===== src/rtl/game_timer_ctrl.sv =====
// Elapsed-time controller for the cartridge games: 1 s prescaler, 3-digit BCD seconds
// counter and IDLE/RUN/PAUSE/WON/OVER sequencing. Define GAME_TIMER_BEST_EN for best-time tracking.
`timescale 1ns/1ps

module game_timer_ctrl #(
    parameter int TICK_DIV = 50000000,
    parameter int CNT_W    = 26
) (
    input  logic       sys_clk,
    input  logic       sys_rst_n,
    input  logic       start,
    input  logic       pause_tgl,
    input  logic       game_won,
    input  logic       game_over,
    input  logic       clr,
    output logic [2:0] state,
    output logic       running,
    output logic       tick_1s,
    output logic [3:0] time_1s,
    output logic [3:0] time_10s,
    output logic [3:0] time_100s,
    output logic       time_max_flag,
    output logic       final_valid
`ifdef GAME_TIMER_BEST_EN
    ,
    output logic [3:0] best_1s,
    output logic [3:0] best_10s,
    output logic [3:0] best_100s,
    output logic       best_valid
`endif
);

    typedef enum logic [2:0] {
        IDLE  = 3'd0,
        RUN   = 3'd1,
        PAUSE = 3'd2,
        WON   = 3'd3,
        OVER  = 3'd4
    } state_t;

    localparam logic [CNT_W-1:0] PRESC_LAST = CNT_W'(TICK_DIV - 1);

    state_t           cur_state, next_state;
    logic [CNT_W-1:0] presc, next_presc;
    logic [3:0]       next_1s, next_10s, next_100s;
    logic [3:0]       inc_1s, inc_10s, inc_100s;
    logic             next_flag, next_tick;
    logic             tick_due, at_max;

    assign state    = cur_state;
    assign tick_due = (presc == PRESC_LAST);
    assign at_max   = (time_1s == 4'd9) && (time_10s == 4'd9) && (time_100s == 4'd9);

    // BCD increment with ripple carry; the 999 case is caught by at_max before use
    always_comb begin
        inc_1s   = time_1s + 4'd1;
        inc_10s  = time_10s;
        inc_100s = time_100s;
        if (time_1s == 4'd9) begin
            inc_1s = 4'd0;
            if (time_10s == 4'd9) begin
                inc_10s  = 4'd0;
                inc_100s = (time_100s == 4'd9) ? 4'd0 : time_100s + 4'd1;
            end else begin
                inc_10s = time_10s + 4'd1;
            end
        end
    end

    always_comb begin
        next_state = cur_state;
        next_presc = presc;
        next_1s    = time_1s;
        next_10s   = time_10s;
        next_100s  = time_100s;
        next_flag  = time_max_flag;
        next_tick  = 1'b0;
        case (cur_state)
            IDLE: begin
                if (start) begin
                    next_state = RUN;
                    next_presc = '0;
                    next_1s    = 4'd0;
                    next_10s   = 4'd0;
                    next_100s  = 4'd0;
                    next_flag  = 1'b0;
                end
            end
            RUN: begin
                if (game_over) begin
                    next_state = OVER;
                end else if (game_won) begin
                    next_state = WON;
                end else if (tick_due && at_max) begin
                    next_state = OVER;
                    next_presc = '0;
                    next_flag  = 1'b1;
                    next_tick  = 1'b1;
                end else if (pause_tgl) begin
                    next_state = PAUSE;
                end else if (tick_due) begin
                    next_presc = '0;
                    next_tick  = 1'b1;
                    next_1s    = inc_1s;
                    next_10s   = inc_10s;
                    next_100s  = inc_100s;
                end else begin
                    next_presc = presc + 1'b1;
                end
            end
            PAUSE: begin
                if (game_over) begin
                    next_state = OVER;
                end else if (game_won) begin
                    next_state = WON;
                end else if (pause_tgl) begin
                    next_state = RUN;
                end
            end
            WON, OVER: begin
                if (clr) begin
                    next_state = IDLE;
                    next_presc = '0;
                    next_1s    = 4'd0;
                    next_10s   = 4'd0;
                    next_100s  = 4'd0;
                    next_flag  = 1'b0;
                end
            end
            default: next_state = IDLE;
        endcase
    end

    always_ff @(posedge sys_clk or negedge sys_rst_n) begin
        if (!sys_rst_n) begin
            cur_state     <= IDLE;
            presc         <= '0;
            time_1s       <= 4'd0;
            time_10s      <= 4'd0;
            time_100s     <= 4'd0;
            time_max_flag <= 1'b0;
            tick_1s       <= 1'b0;
            running       <= 1'b0;
            final_valid   <= 1'b0;
        end else begin
            cur_state     <= next_state;
            presc         <= next_presc;
            time_1s       <= next_1s;
            time_10s      <= next_10s;
            time_100s     <= next_100s;
            time_max_flag <= next_flag;
            tick_1s       <= next_tick;
            running       <= (next_state == RUN);
            final_valid   <= (next_state == WON) || (next_state == OVER);
        end
    end

`ifdef GAME_TIMER_BEST_EN
    logic        win_edge;
    logic [11:0] cur_time, best_time;

    // Packed BCD digits compare in the same order as the numeric value
    assign win_edge  = ((cur_state == RUN) || (cur_state == PAUSE)) && (next_state == WON);
    assign cur_time  = {time_100s, time_10s, time_1s};
    assign best_time = {best_100s, best_10s, best_1s};

    always_ff @(posedge sys_clk or negedge sys_rst_n) begin
        if (!sys_rst_n) begin
            best_1s    <= 4'd0;
            best_10s   <= 4'd0;
            best_100s  <= 4'd0;
            best_valid <= 1'b0;
        end else if (win_edge && (!best_valid || (cur_time < best_time))) begin
            best_1s    <= time_1s;
            best_10s   <= time_10s;
            best_100s  <= time_100s;
            best_valid <= 1'b1;
        end
    end
`endif

endmodule


===== config.mk =====
export PLATFORM = sky130hd
export DESIGN_NAME = game_timer_ctrl
export DESIGN_NICKNAME = d
export VERILOG_FILES = /design/src/rtl/game_timer_ctrl.sv
export SDC_FILE = /design/constraint.sdc
export NUM_CORES = 1
export LEC_CHECK = 0
export BUFFER_PORTS_ARGS = -buffer_cell sky130_fd_sc_hd__buf_2
export CAP_MARGIN = 20
export CORE_MARGIN = 2
export CORE_UTILIZATION = 60
export DETAILED_ROUTE_END_ITERATION = 16
export PLACE_DENSITY = 0.8
export SYNTH_ARGS = -nofsm -noshare
export SYNTH_HDL_FRONTEND = slang
export SYNTH_SLANG_ARGS = --single-unit

===== constraint.sdc =====
create_clock -name sys_clk -period 2.8 [get_ports sys_clk]
set_input_delay 0.28 -clock sys_clk [delete_from_list [all_inputs] [get_ports sys_clk]]
set_output_delay 0.28 -clock sys_clk [all_outputs]
set_load 0.05 [all_outputs]

* Word level (Yosys, flattened, before mapping)
Index checks and enable logic that the tools add are counted.
** Storage, ports and cells
- Bits in registers :: 45
- Input bits :: 7
- Output and inout bits :: 19
- Logic and storage cells :: 103
** Cells by class
- $add $sub $neg :: 4
- Eq/ne operators :: 22
- Mux-type cells :: 56
- Reduce and logical (&&, ||, !) cells :: 12
** Operators by type and width (number)
- 26-bit two-way mux :: 7
- 4-bit two-way mux :: 23
- 26-bit case mux with 3 select lines :: 1
- 4-bit case mux with 3 select lines :: 3
- 3-bit two-way mux :: 9
- 26-bit by 1-bit adder with 26-bit output (second input constant) :: 1
- 26-bit equality test (second input constant) :: 1
- 2-bit inequality test (second input constant) :: 10
- 4-bit by 1-bit adder with 4-bit output (second input constant) :: 3
- 4-bit equality test (second input constant) :: 3
- 3-bit case mux with 4 select lines :: 1
- 6-bit AND reduction :: 2
- 1-bit two-way mux :: 11
- 10-bit AND reduction :: 1
- 3-bit by 2-bit equality test with 1-bit output (second input constant) :: 3
- 9-bit AND reduction :: 1
- 8-bit AND reduction :: 1
- 3-bit by 1-bit equality test with 1-bit output (second input constant) :: 2
- 3-bit equality test (second input constant) :: 2
- 1-bit logical AND :: 3
- 3-bit logical NOT :: 1
- 3-bit inequality test (second input constant) :: 1
- 1-bit case mux with 3 select lines :: 1
- 3-bit nonzero test :: 1
- 2 further kinds :: 2

* Depth between registers and ports, before layout
Gate-level depths: netlist of run 1.
- Depth in word-level cells :: 10
- Mapped depth :: 9
- Depth with buffers taken out :: 8

* Worst setup path after synthesis of run 1
OpenSTA, ideal clock, no wires.
- Kind :: register to register
- Start :: register time_100s[0]
- End :: register presc[19]
- Setup time :: 0.077 ns
- Data arrival time :: 2.468 ns
- Data required time :: 2.723 ns
- Setup slack :: 0.254 ns
- Cell stages (with the launch flop) :: 8
- Path buffers :: 0
- Clock period less this slack :: 2.546 ns
- Cell sequence :: dfrtp_1 -> ha_1 -> and3b_2 -> a31oi_4 -> a211oi_4 -> nand3_4 -> or4_1 -> a21oi_1
** Between the ends
- Longest elaborated chain between the ends :: 7
- Elaborated cells between the ends (all ways) :: 9
- Classes of those cells :: 2 x eq/ne; 4 x mux; 3 x reduce/logical
** Ends and longest elaborated chain
- start, declared :: RTL line 21 : output logic [3:0] time_100s,
- start signal, assigned :: RTL line 150 : time_100s <= next_100s;
- 4-bit equality test * :: RTL line 52 : assign at_max = (time_1s == 4'd9) && (time_10s == 4'd9) && (time_100s == 4'd9);
- 1-bit logical AND * :: RTL line 52
- 1-bit logical AND * :: RTL line 94 : end else if (tick_due && at_max) begin
- 26-bit two-way mux :: RTL line 94
- 26-bit two-way mux :: RTL line 92 : end else if (game_won) begin
- 26-bit two-way mux :: RTL line 90 : if (game_over) begin
- 26-bit case mux with 3 select lines :: RTL line 78 : case (cur_state)
- end signal, assigned :: RTL line 147 : presc <= next_presc;
- end, declared :: RTL line 44 : logic [CNT_W-1:0] presc, next_presc;
Every way passes the cells marked *; elsewhere a longest branch is shown, timed or not. The select of a mux whose other input is x is not followed.
A chain may end at the register's enable or synchronous reset.

* Worst setup path after layout of run 1
- Start :: register time_100s[1]
- End :: register presc[24]
Same word-level chain as after synthesis.

==> results.sh, run 1 <==
export IMPL_power_density_nw_per_um2=699
export IMPL_peakVddDrop_mv=0.419
export IMPL_synth_xor_area_share_pct=1.54
export IMPL_die_height_um=72.9
export IMPL_htree_levels=2
export IMPL_grt_antenna_before_repair=0
export IMPL_place_congestion=0.901
export IMPL_synth_edf_count=0
export IMPL_initial_utilization_pct=61.2
export IMPL_worstHoldStart="game_won"
export IMPL_synth_compound_area_share_pct=20.2
export IMPL_postLayoutCellArea_um2=3120
export IMPL_leakagePower_nw=1.35
export IMPL_synth_flop_cell="dfrtp_1"
export IMPL_route_detailed_drc=0
export IMPL_area_delta_synth_final_pct=9.35
export IMPL_grtUsageTotal_pct=25.1
export IMPL_finalSetupTns_ps=0
export IMPL_place_area_um2=3010
export IMPL_fin_skew_ps=5.17
export IMPL_crit_type="register to register"
export IMPL_grt_first_pass_wirelength_um=10500
export IMPL_std_cell_rows=25
export IMPL_min_period_ps=2540
export IMPL_worst_pin_slew_ps=460
export IMPL_vias_per_cell=6.22
export IMPL_first_global_vias=2293
export IMPL_worst_hold_path_type="input pin to register"
export IMPL_syn_inst=313
export IMPL_yosysSeqAreaShare_pct=39.5
export IMPL_synth_most_common_cell="dfrtp_1"
export IMPL_dr_pass1_iters=4
export IMPL_num_antenna_cells=0
export IMPL_fin_crit_sh_pct=90.6
export IMPL_drive_gt1_share_pct=16.7
export IMPL_start_kind="register"
export IMPL_r2r_slack_ps=260
export IMPL_nNetsFinal=355
export IMPL_fp_coreArea_um2=4660
export IMPL_slew_headroom_pct=69.1
export IMPL_io_buffer_count=25
export IMPL_drv_slew=0
export IMPL_clk_pin_slew_ps=90
export IMPL_cts_buffers_inserted=5
export IMPL_hpwl_um=4370
export IMPL_synth_common_cells="dfrtp_1, o21ai_0, nand2_1, a21oi_1"
export IMPL_grt_max_degree=46
export IMPL_cts_tree="yes"
export IMPL_ys_ff_latch=45
export IMPL_synth_area_um2=2850
export IMPL_clockBufferDepth=2
export IMPL_yosys_warnings=0
export IMPL_cp_required_ps=3030
export IMPL_cp_startpoint="time_100s[1]$_DFFE_PN0P_"
export IMPL_rsz0062_at_grt="no"
export IMPL_synth_top_area_cell="dfrtp_1"
export IMPL_reg2reg_from="time_100s[1]$_DFFE_PN0P_"
export IMPL_finalPower_mw=2.18
export IMPL_yosys_area_share_adder_pct=3.07
export IMPL_die_w_um=72.9
export IMPL_postLayoutCoreUtil_pct=66.9
export IMPL_insertion_delay_ps=300
export IMPL_end_kind="register"
export IMPL_status="complete, no violations"
export IMPL_cts_resized_gates=0
export IMPL_syn_avg_cell_area_um2=9.11
export IMPL_ys_async_sr_fraction_pct=100
export IMPL_dieArea_um2=5320
export IMPL_setup_viol=0
export IMPL_hold_viol=0
export IMPL_ant_nets=0
export IMPL_worstPathArrival_ps=2770
export IMPL_routed_wl_um=6200
export IMPL_io_pins=26
export IMPL_route_vias_total=2464
export IMPL_holdBufCountCts=0
export IMPL_grt_ovfl_total=0
export IMPL_syn_nets=327
export IMPL_cts_setup_buffers=0
export IMPL_yosysTopAreaCellShare_pct=39.5
export IMPL_synth_top_family_by_area="simple AND/OR/NAND/NOR gates"
export IMPL_yosys_top_cells_area="dfrtp_1, o21ai_0, a21oi_1"
export IMPL_clock_sinks=45
export IMPL_clock_root_buffer="clkbuf_8"
export IMPL_fmax_mhz=394
export IMPL_max_cap_viol_count=0
export IMPL_avgRoutedWirePerCell_um=15.7
export IMPL_synth_cell_types=56
export IMPL_synth_mux_area_share_pct=0.790
export IMPL_first_iter_violations=226
export IMPL_cp_max_fo=13
export IMPL_yosys_area_share_simple_pct=31.2
## cell usage in the layout, fill, tap and decap left out, drive strengths merged, types with 6 or more instances in the layout
cell / n
or3: 9
nand3: 19
nor2: 18
inv: 10
nand4: 13
nor3: 9
o31ai: 10
ha: 7
a21oi: 20
o21ai: 28
nand2b: 9
clkbuf: 6
buf: 30
and3: 10
dfrtp: 45
and2: 6
nand2: 25
## flip-flops by register name, indices dropped and copies added (netlist names)
| name | flops |
|---|---|
| final_valid | 1 |
| presc | 26 |
| running | 1 |
| state | 3 |
| tick_1s | 1 |
| time_100s | 4 |
| time_10s | 4 |
| time_1s | 4 |
| time_max_flag | 1 |
## routing by layer
metal	share of wire [%]	vias to the layer above	routed length [um]	global-route usage [%]
met3	3.8	8	234	4.14
met2	48	50	2950	40.5
met5	0	-	0	0
met1	47	1191	2930	34.3
met4	1.3	0	81	8.64
li1	-	1215	-	-
## cells by family (layout without fill, tap and decap cells)
kind of cell,count (synthesis),in the layout
DFF,45,45
adders and majority gates,7,7
buffers and inverters,20,49
and+or+nand+nor,149,149
muxes,2,2
xor gates and xnor gates,5,5
AOI/OAI and AO/OA,85,85
## stage by stage
step | std cells | hold WS (ps) | worst slack [ps]
2_1_floorplan | 313 | -15.6 | 254
3_3_place_gp | 386 | 477 | 379
3_5_place_dp | 386 | 485 | 281
4_1_cts | 394 | 184 | 255
5_1_grt | 396 | 346 | 18.5
6_report | 396 | 339 | 264
## final timing paths
kind | cells past startpoint | endpoint
worst max-delay path | 8 | presc[24]$_DFFE_PN0P_
worst min-delay path | 3 | tick_1s$_DFF_PN0_
worst max register to register | 8 | presc[24]$_DFFE_PN0P_
worst min register to register | 1 | time_max_flag$_DFFE_PN0P_
max in group asynchronous | 3 | time_100s[1]$_DFFE_PN0P_
min in group asynchronous | 2 | presc[4]$_DFFE_PN0P_
## report_power, final
part | leakage [nW] | total, mW | switching, mW | internal, mW
sequential | 0.621 | 0.779 | 0.0755 | 0.704
clock | 0.0450 | 0.396 | 0.223 | 0.173
combinational | 0.684 | 1.00 | 0.671 | 0.332
## critical path: stages (launching register included)
cell and delay (ps):
dfrtp_1 420, inv_1 70, ha_1 190, and3b_2 250, a31oi_4 110, a211oi_4 430
nand4_2 370, or4_1 490, a21oi_1 150
## cell type report
cell class | instances | area (um^2)
multi-input combinational | 248 | 1620
fill | 372 | 1540
sequential | 45 | 1130
timing repair buffer | 31 | 185
clock buffer | 6 | 72.6
tap | 54 | 67.6
inverter | 10 | 37.5
clock inverter | 2 | 10.0
Note: power is estimated with default switching activity, not from simulation.
==> run 2, diff against run 1 <==
- MAX_ROUTING_LAYER: default -> met4
==> run 2 against run 1 <==
  * Global-route usage rose by 0.78 points
  * Critical path type unchanged
  * Largest cell class unchanged
  * Sequential cell count did not move
  * Clock-buffer cell count did not move
  * Sequential share of layout area did not move
  * Power rose by 0.11%
  * Critical path depth did not move
  * Maximum frequency barely moved
  * Sequential power barely moved
  * Wire length rose by 0.13%
  * Worst hold slack got worse by 1.2 ps
==> results.sh, run 2 (same netlist as run 1, synthesis figures left out) <==
export IMPL_status="complete, no violations"
export IMPL_worstPathArrival_ps=2770
export IMPL_grtUsageTotal_pct=25.8
export IMPL_die_height_um=72.9
export IMPL_grt_first_pass_wirelength_um=10500
export IMPL_cp_required_ps=3030
export IMPL_crit_type="register to register"
export IMPL_hpwl_um=4370
export IMPL_max_cap_viol_count=0
export IMPL_fin_skew_ps=5.79
export IMPL_nNetsFinal=355
export IMPL_io_buffer_count=25
export IMPL_insertion_delay_ps=300
export IMPL_finalPower_mw=2.18
export IMPL_setup_viol=0
export IMPL_first_iter_violations=216
export IMPL_place_area_um2=3010
export IMPL_fp_coreArea_um2=4660
export IMPL_largest_reg_flops=26
export IMPL_postLayoutCellArea_um2=3120
export IMPL_grt_ovfl_total=0
export IMPL_post_place_ws_ps=281
export IMPL_worst_pin_slew_ps=460
export IMPL_reg2reg_depth=8
export IMPL_r2r_slack_ps=260
export IMPL_route_detailed_drc=0
export IMPL_leakagePower_nw=1.35
export IMPL_routed_wl_um=6210
export IMPL_end_kind="register"
export IMPL_drive_gt1_share_pct=16.7
export IMPL_final_common_cell="dfrtp_1"
export IMPL_drv_slew=0
export IMPL_postLayoutCoreUtil_pct=66.9
export IMPL_cts_buffers_inserted=5
export IMPL_timing_final_ws_setup_ps=263
export IMPL_reg2reg_to="presc[24]$_DFFE_PN0P_"
export IMPL_layout_common_cells="dfrtp_1, o21ai_0, nand2_1, buf_2, a21oi_1"
export IMPL_dieArea_um2=5320
export IMPL_area_delta_synth_final_pct=9.35
export IMPL_finalSetupTns_ps=0
export IMPL_clockBufferDepth=2
export IMPL_cts_tree="yes"
export IMPL_rsz0062_at_grt="no"
export IMPL_clock_sinks=45
export IMPL_critPathCapture="presc[24]$_DFFE_PN0P_"
export IMPL_top_register="presc"
export IMPL_num_antenna_cells=0
export IMPL_grt_antenna_before_repair=0
export IMPL_layoutNonFillerInstCount=396
export IMPL_min_period_ps=2540
export IMPL_hold_ws_ps=338
export IMPL_start_kind="register"
export IMPL_dr_pass1_iters=4
export IMPL_clk_pin_slew_ps=90
export IMPL_io_pins=26
export IMPL_std_cell_rows=25
export IMPL_fin_crit_sh_pct=90.6
export IMPL_place_congestion=0.916
export IMPL_peakVddDrop_mv=0.420
export IMPL_cp_startpoint="time_100s[1]$_DFFE_PN0P_"
export IMPL_die_w_um=72.9
export IMPL_grt_max_degree=46
export IMPL_cp_max_fo=13
export IMPL_numPlacedInstances=386
export IMPL_hold_viol=0
export IMPL_slew_headroom_pct=69.1
export IMPL_first_global_vias=2292
export IMPL_reg2reg_from="time_100s[1]$_DFFE_PN0P_"
export IMPL_cts_setup_buffers=0
export IMPL_avgRoutedWirePerCell_um=15.7
export IMPL_clock_root_buffer="clkbuf_8"
export IMPL_initial_utilization_pct=61.2
export IMPL_ant_nets=0
export IMPL_vias_per_cell=6.28
export IMPL_route_vias_total=2486
export IMPL_worst_hold_path_type="input pin to register"
export IMPL_power_density_nw_per_um2=699
export IMPL_fmax_mhz=394
export IMPL_htree_levels=2
## run 2: cell counts in the layout (fill, tap and decap cells not counted)
No cell type changed its count.
## run 2: final cells by class
cell class | instances | area [um^2]
Clock inverter | 2 | 10.0
Fill cell | 372 | 1540
Sequential cell | 45 | 1130
Inverter | 10 | 37.5
Multi-Input combinational cell | 248 | 1620
Timing Repair Buffer | 31 | 185
Tap cell | 54 | 67.6
Clock buffer | 6 | 72.6
## run 2: layer usage
metal	global-route usage, %	wire [um]	share of wire [%]
met4	8.64	95	1.5
met5	-	0	0
met2	40.4	2940	47
met1	34.4	2870	46
met3	4.14	300	4.8
## run 2: report_power, final
group | leakage [nW] | internal [mW] | switching [mW]
logic | 0.684 | 0.332 | 0.670
clock network | 0.0450 | 0.173 | 0.226
registers | 0.621 | 0.704 | 0.0752
total | 1.35 | 1.21 | 0.971
## run 2: worst min-delay path by stage
stage | startpoint | to | slack [ps] | depth (start not counted)
after floorplan | sys_rst_n | final_valid$_DFF_PN0_ | -20 | 0
after global placement | time_max_flag$_DFFE_PN0P_ | time_max_flag$_DFFE_PN0P_ | 480 | 1
after detailed placement | time_max_flag$_DFFE_PN0P_ | time_max_flag$_DFFE_PN0P_ | 490 | 1
after CTS | sys_rst_n | presc[15]$_DFFE_PN0P_ | 180 | 1
after global routing | game_won | tick_1s$_DFF_PN0_ | 350 | 3
final | game_won | tick_1s$_DFF_PN0_ | 340 | 3
## run 2: repair_timing
item                                   in CTS  in global routing
resized for setup                           0                  0
endpoints found under the hold margin       0                 13
hold buffers                                0                  1
## run 2: worst max-delay path, stage by stage (launching register included)
cell      delay, ps
dfrtp_1         420
inv_1            70
ha_1            190
and3b_2         250
a31oi_4         110
a211oi_4        430
nand4_2         370
or4_1           490
a21oi_1         150
==> run 3, diff against run 2 <==
--- a/config.mk
+++ b/config.mk
@@ -13,4 +13,5 @@
 export MAX_ROUTING_LAYER = met4
 export PLACE_DENSITY = 0.8
+export SLEW_MARGIN = 20
 export SYNTH_ARGS = -nofsm -noshare
 export SYNTH_HDL_FRONTEND = slang
==> constraint.sdc (replaced) <==
create_clock -name sys_clk -period 2.8 [get_ports sys_clk]
set_input_delay 0.28 -clock sys_clk [delete_from_list [all_inputs] [get_ports sys_clk]]
set_output_delay 0.28 -clock sys_clk [all_outputs]
set_load 0.005 [all_outputs]
==> run 3 against run 2 <==
  * Combinational power decreased by 16%
  * Global-route usage unchanged
  * Setup slack got worse by 3.6 ps
  * Die area unchanged
  * Cell area decreased by 0.88%
  * Core utilization decreased by 0.59 points
  * Sequential power about the same
  * Sequential cell count unchanged
  * The run now ends with hold timing left
  * Register-to-register slack about the same
==> results.sh, run 3 (same netlist as run 1, synthesis figures left out) <==
export IMPL_power_density_nw_per_um2=651
export IMPL_grt_max_degree=46
export IMPL_worst_hold_path_type="input pin to asynchronous set/reset pin"
export IMPL_cp_slowest_cell="or4_1"
export IMPL_reg2reg_to="presc[24]$_DFFE_PN0P_"
export IMPL_routed_wl_um=6210
export IMPL_worst_pin_slew_ps=574
export IMPL_cp_max_fo=13
export IMPL_clockBufferDepth=2
export IMPL_drive_gt1_share_pct=16.5
export IMPL_start_kind="register"
export IMPL_nNetsFinal=353
export IMPL_finalPower_mw=2.01
export IMPL_dieArea_um2=5320
export IMPL_io_buffer_count=25
export IMPL_peakVddDrop_mv=0.335
export IMPL_cts_buffers_inserted=5
export IMPL_cp_required_ps=3030
export IMPL_area_delta_synth_final_pct=8.38
export IMPL_setup_viol=0
export IMPL_crit_type="register to register"
export IMPL_route_detailed_drc=0
export IMPL_grt_ovfl_total=0
export IMPL_largest_reg_flops=26
export IMPL_grt_first_pass_wirelength_um=10500
export IMPL_fmax_mhz=394
export IMPL_crit_chain="inv_1, ha_1, and3b_2, a31oi_4, a211oi_4, nand4_2, or4_1, a21oi_1"
export IMPL_violations="hold timing"
export IMPL_holdBufCountCts=0
export IMPL_cts_tree="yes"
export IMPL_worstPathArrival_ps=2770
export IMPL_initial_utilization_pct=61.2
export IMPL_fin_skew_ps=7.21
export IMPL_hpwl_um=4370
export IMPL_max_cap_viol_count=0
export IMPL_end_kind="register"
export IMPL_status="complete, but fails checks"
export IMPL_die_w_um=72.9
export IMPL_std_cell_rows=25
export IMPL_final_common_cell="dfrtp_1"
export IMPL_grtUsageTotal_pct=25.8
export IMPL_ant_nets=0
export IMPL_htree_levels=2
export IMPL_slew_headroom_pct=61.7
export IMPL_vias_per_cell=6.24
export IMPL_io_pins=26
export IMPL_grt_antenna_before_repair=0
export IMPL_leakagePower_nw=1.34
export IMPL_first_global_vias=2292
export IMPL_reg2reg_from="time_100s[1]$_DFFE_PN0P_"
export IMPL_cts_resized_gates=0
export IMPL_cts_setup_buffers=0
export IMPL_critPathMaxStageDelay_ps=490
export IMPL_clk_pin_slew_ps=90
export IMPL_reg2reg_depth=8
export IMPL_min_period_ps=2540
export IMPL_timing_final_ws_setup_ps=260
export IMPL_dr_pass1_iters=5
export IMPL_r2r_slack_ps=260
export IMPL_drv_slew=0
export IMPL_cp_top_family="simple AND/OR/NAND/NOR gates"
export IMPL_top_register="presc"
export IMPL_avgRoutedWirePerCell_um=15.8
export IMPL_crit_buf_inv=1
export IMPL_clock_sinks=45
export IMPL_postLayoutCoreUtil_pct=66.3
export IMPL_post_place_ws_ps=281
export IMPL_insertion_delay_ps=300
export IMPL_hold_viol=45
export IMPL_finalSetupTns_ps=0
export IMPL_place_congestion=0.916
export IMPL_layout_common_cells="dfrtp_1, o21ai_0, nand2_1"
export IMPL_die_height_um=72.9
export IMPL_hold_ws_ps=-32.2
export IMPL_num_antenna_cells=0
export IMPL_fp_coreArea_um2=4660
export IMPL_clock_root_buffer="clkbuf_8"
export IMPL_route_vias_total=2460
export IMPL_rsz0062_at_grt="no"
export IMPL_fillCellCount=375
export IMPL_fin_crit_sh_pct=90.7
export IMPL_first_iter_violations=222
-- run 3: cell types whose count changed in the layout (fill, tap and decap cells not counted), sizes merged --
cell | before | now
buf | 30 | 29
dlygate4sd3 | 1 | 0
-- run 3: cell type report --
class	instances	area (um^2)	share of cell area, %
Sequential cell	45	1130	36.4
Clock buffer	6	72.6	2.35
Timing Repair Buffer	29	158	5.10
Multi-Input combinational cell	248	1620	52.4
Inverter	10	37.5	1.21
Clock inverter	2	10.0	0.324
Tap cell	54	67.6	2.19
-- run 3: how the worst max path moves through the flow --
stage,start,slack [ps],endpoint,cells past startpoint
finish,time_100s[1]$_DFFE_PN0P_,260,presc[24]$_DFFE_PN0P_,8
global route,time_100s[1]$_DFFE_PN0P_,20,presc[24]$_DFFE_PN0P_,8
CTS,time_100s[1]$_DFFE_PN0P_,260,presc[24]$_DFFE_PN0P_,8
detailed placement,time_100s[1]$_DFFE_PN0P_,280,presc[24]$_DFFE_PN0P_,8
global placement,time_100s[1]$_DFFE_PN0P_,380,presc[24]$_DFFE_PN0P_,8
floorplan,time_100s[1]$_DFFE_PN0P_,570,presc[19]$_DFFE_PN0P_,8
-- run 3: power breakdown --
group	switching, mW	internal, mW
registers	0.0751	0.704
clock network	0.223	0.173
logic	0.510	0.327
-- run 3: through the flow --
stage,instances,area (um^2)
2_1_floorplan,313,2850
6_report,394,3090
4_1_cts,394,3090
5_1_grt,394,3090
3_5_place_dp,386,3010
3_3_place_gp,386,3010
-- run 3: routing by layer --
metal	share of wire, %	track usage [%]	wire length (um)
met2	47	40.4	2920
met3	4.6	4.14	283
met4	1.4	8.64	84
met1	47	34.4	2920
met5	0	-	0
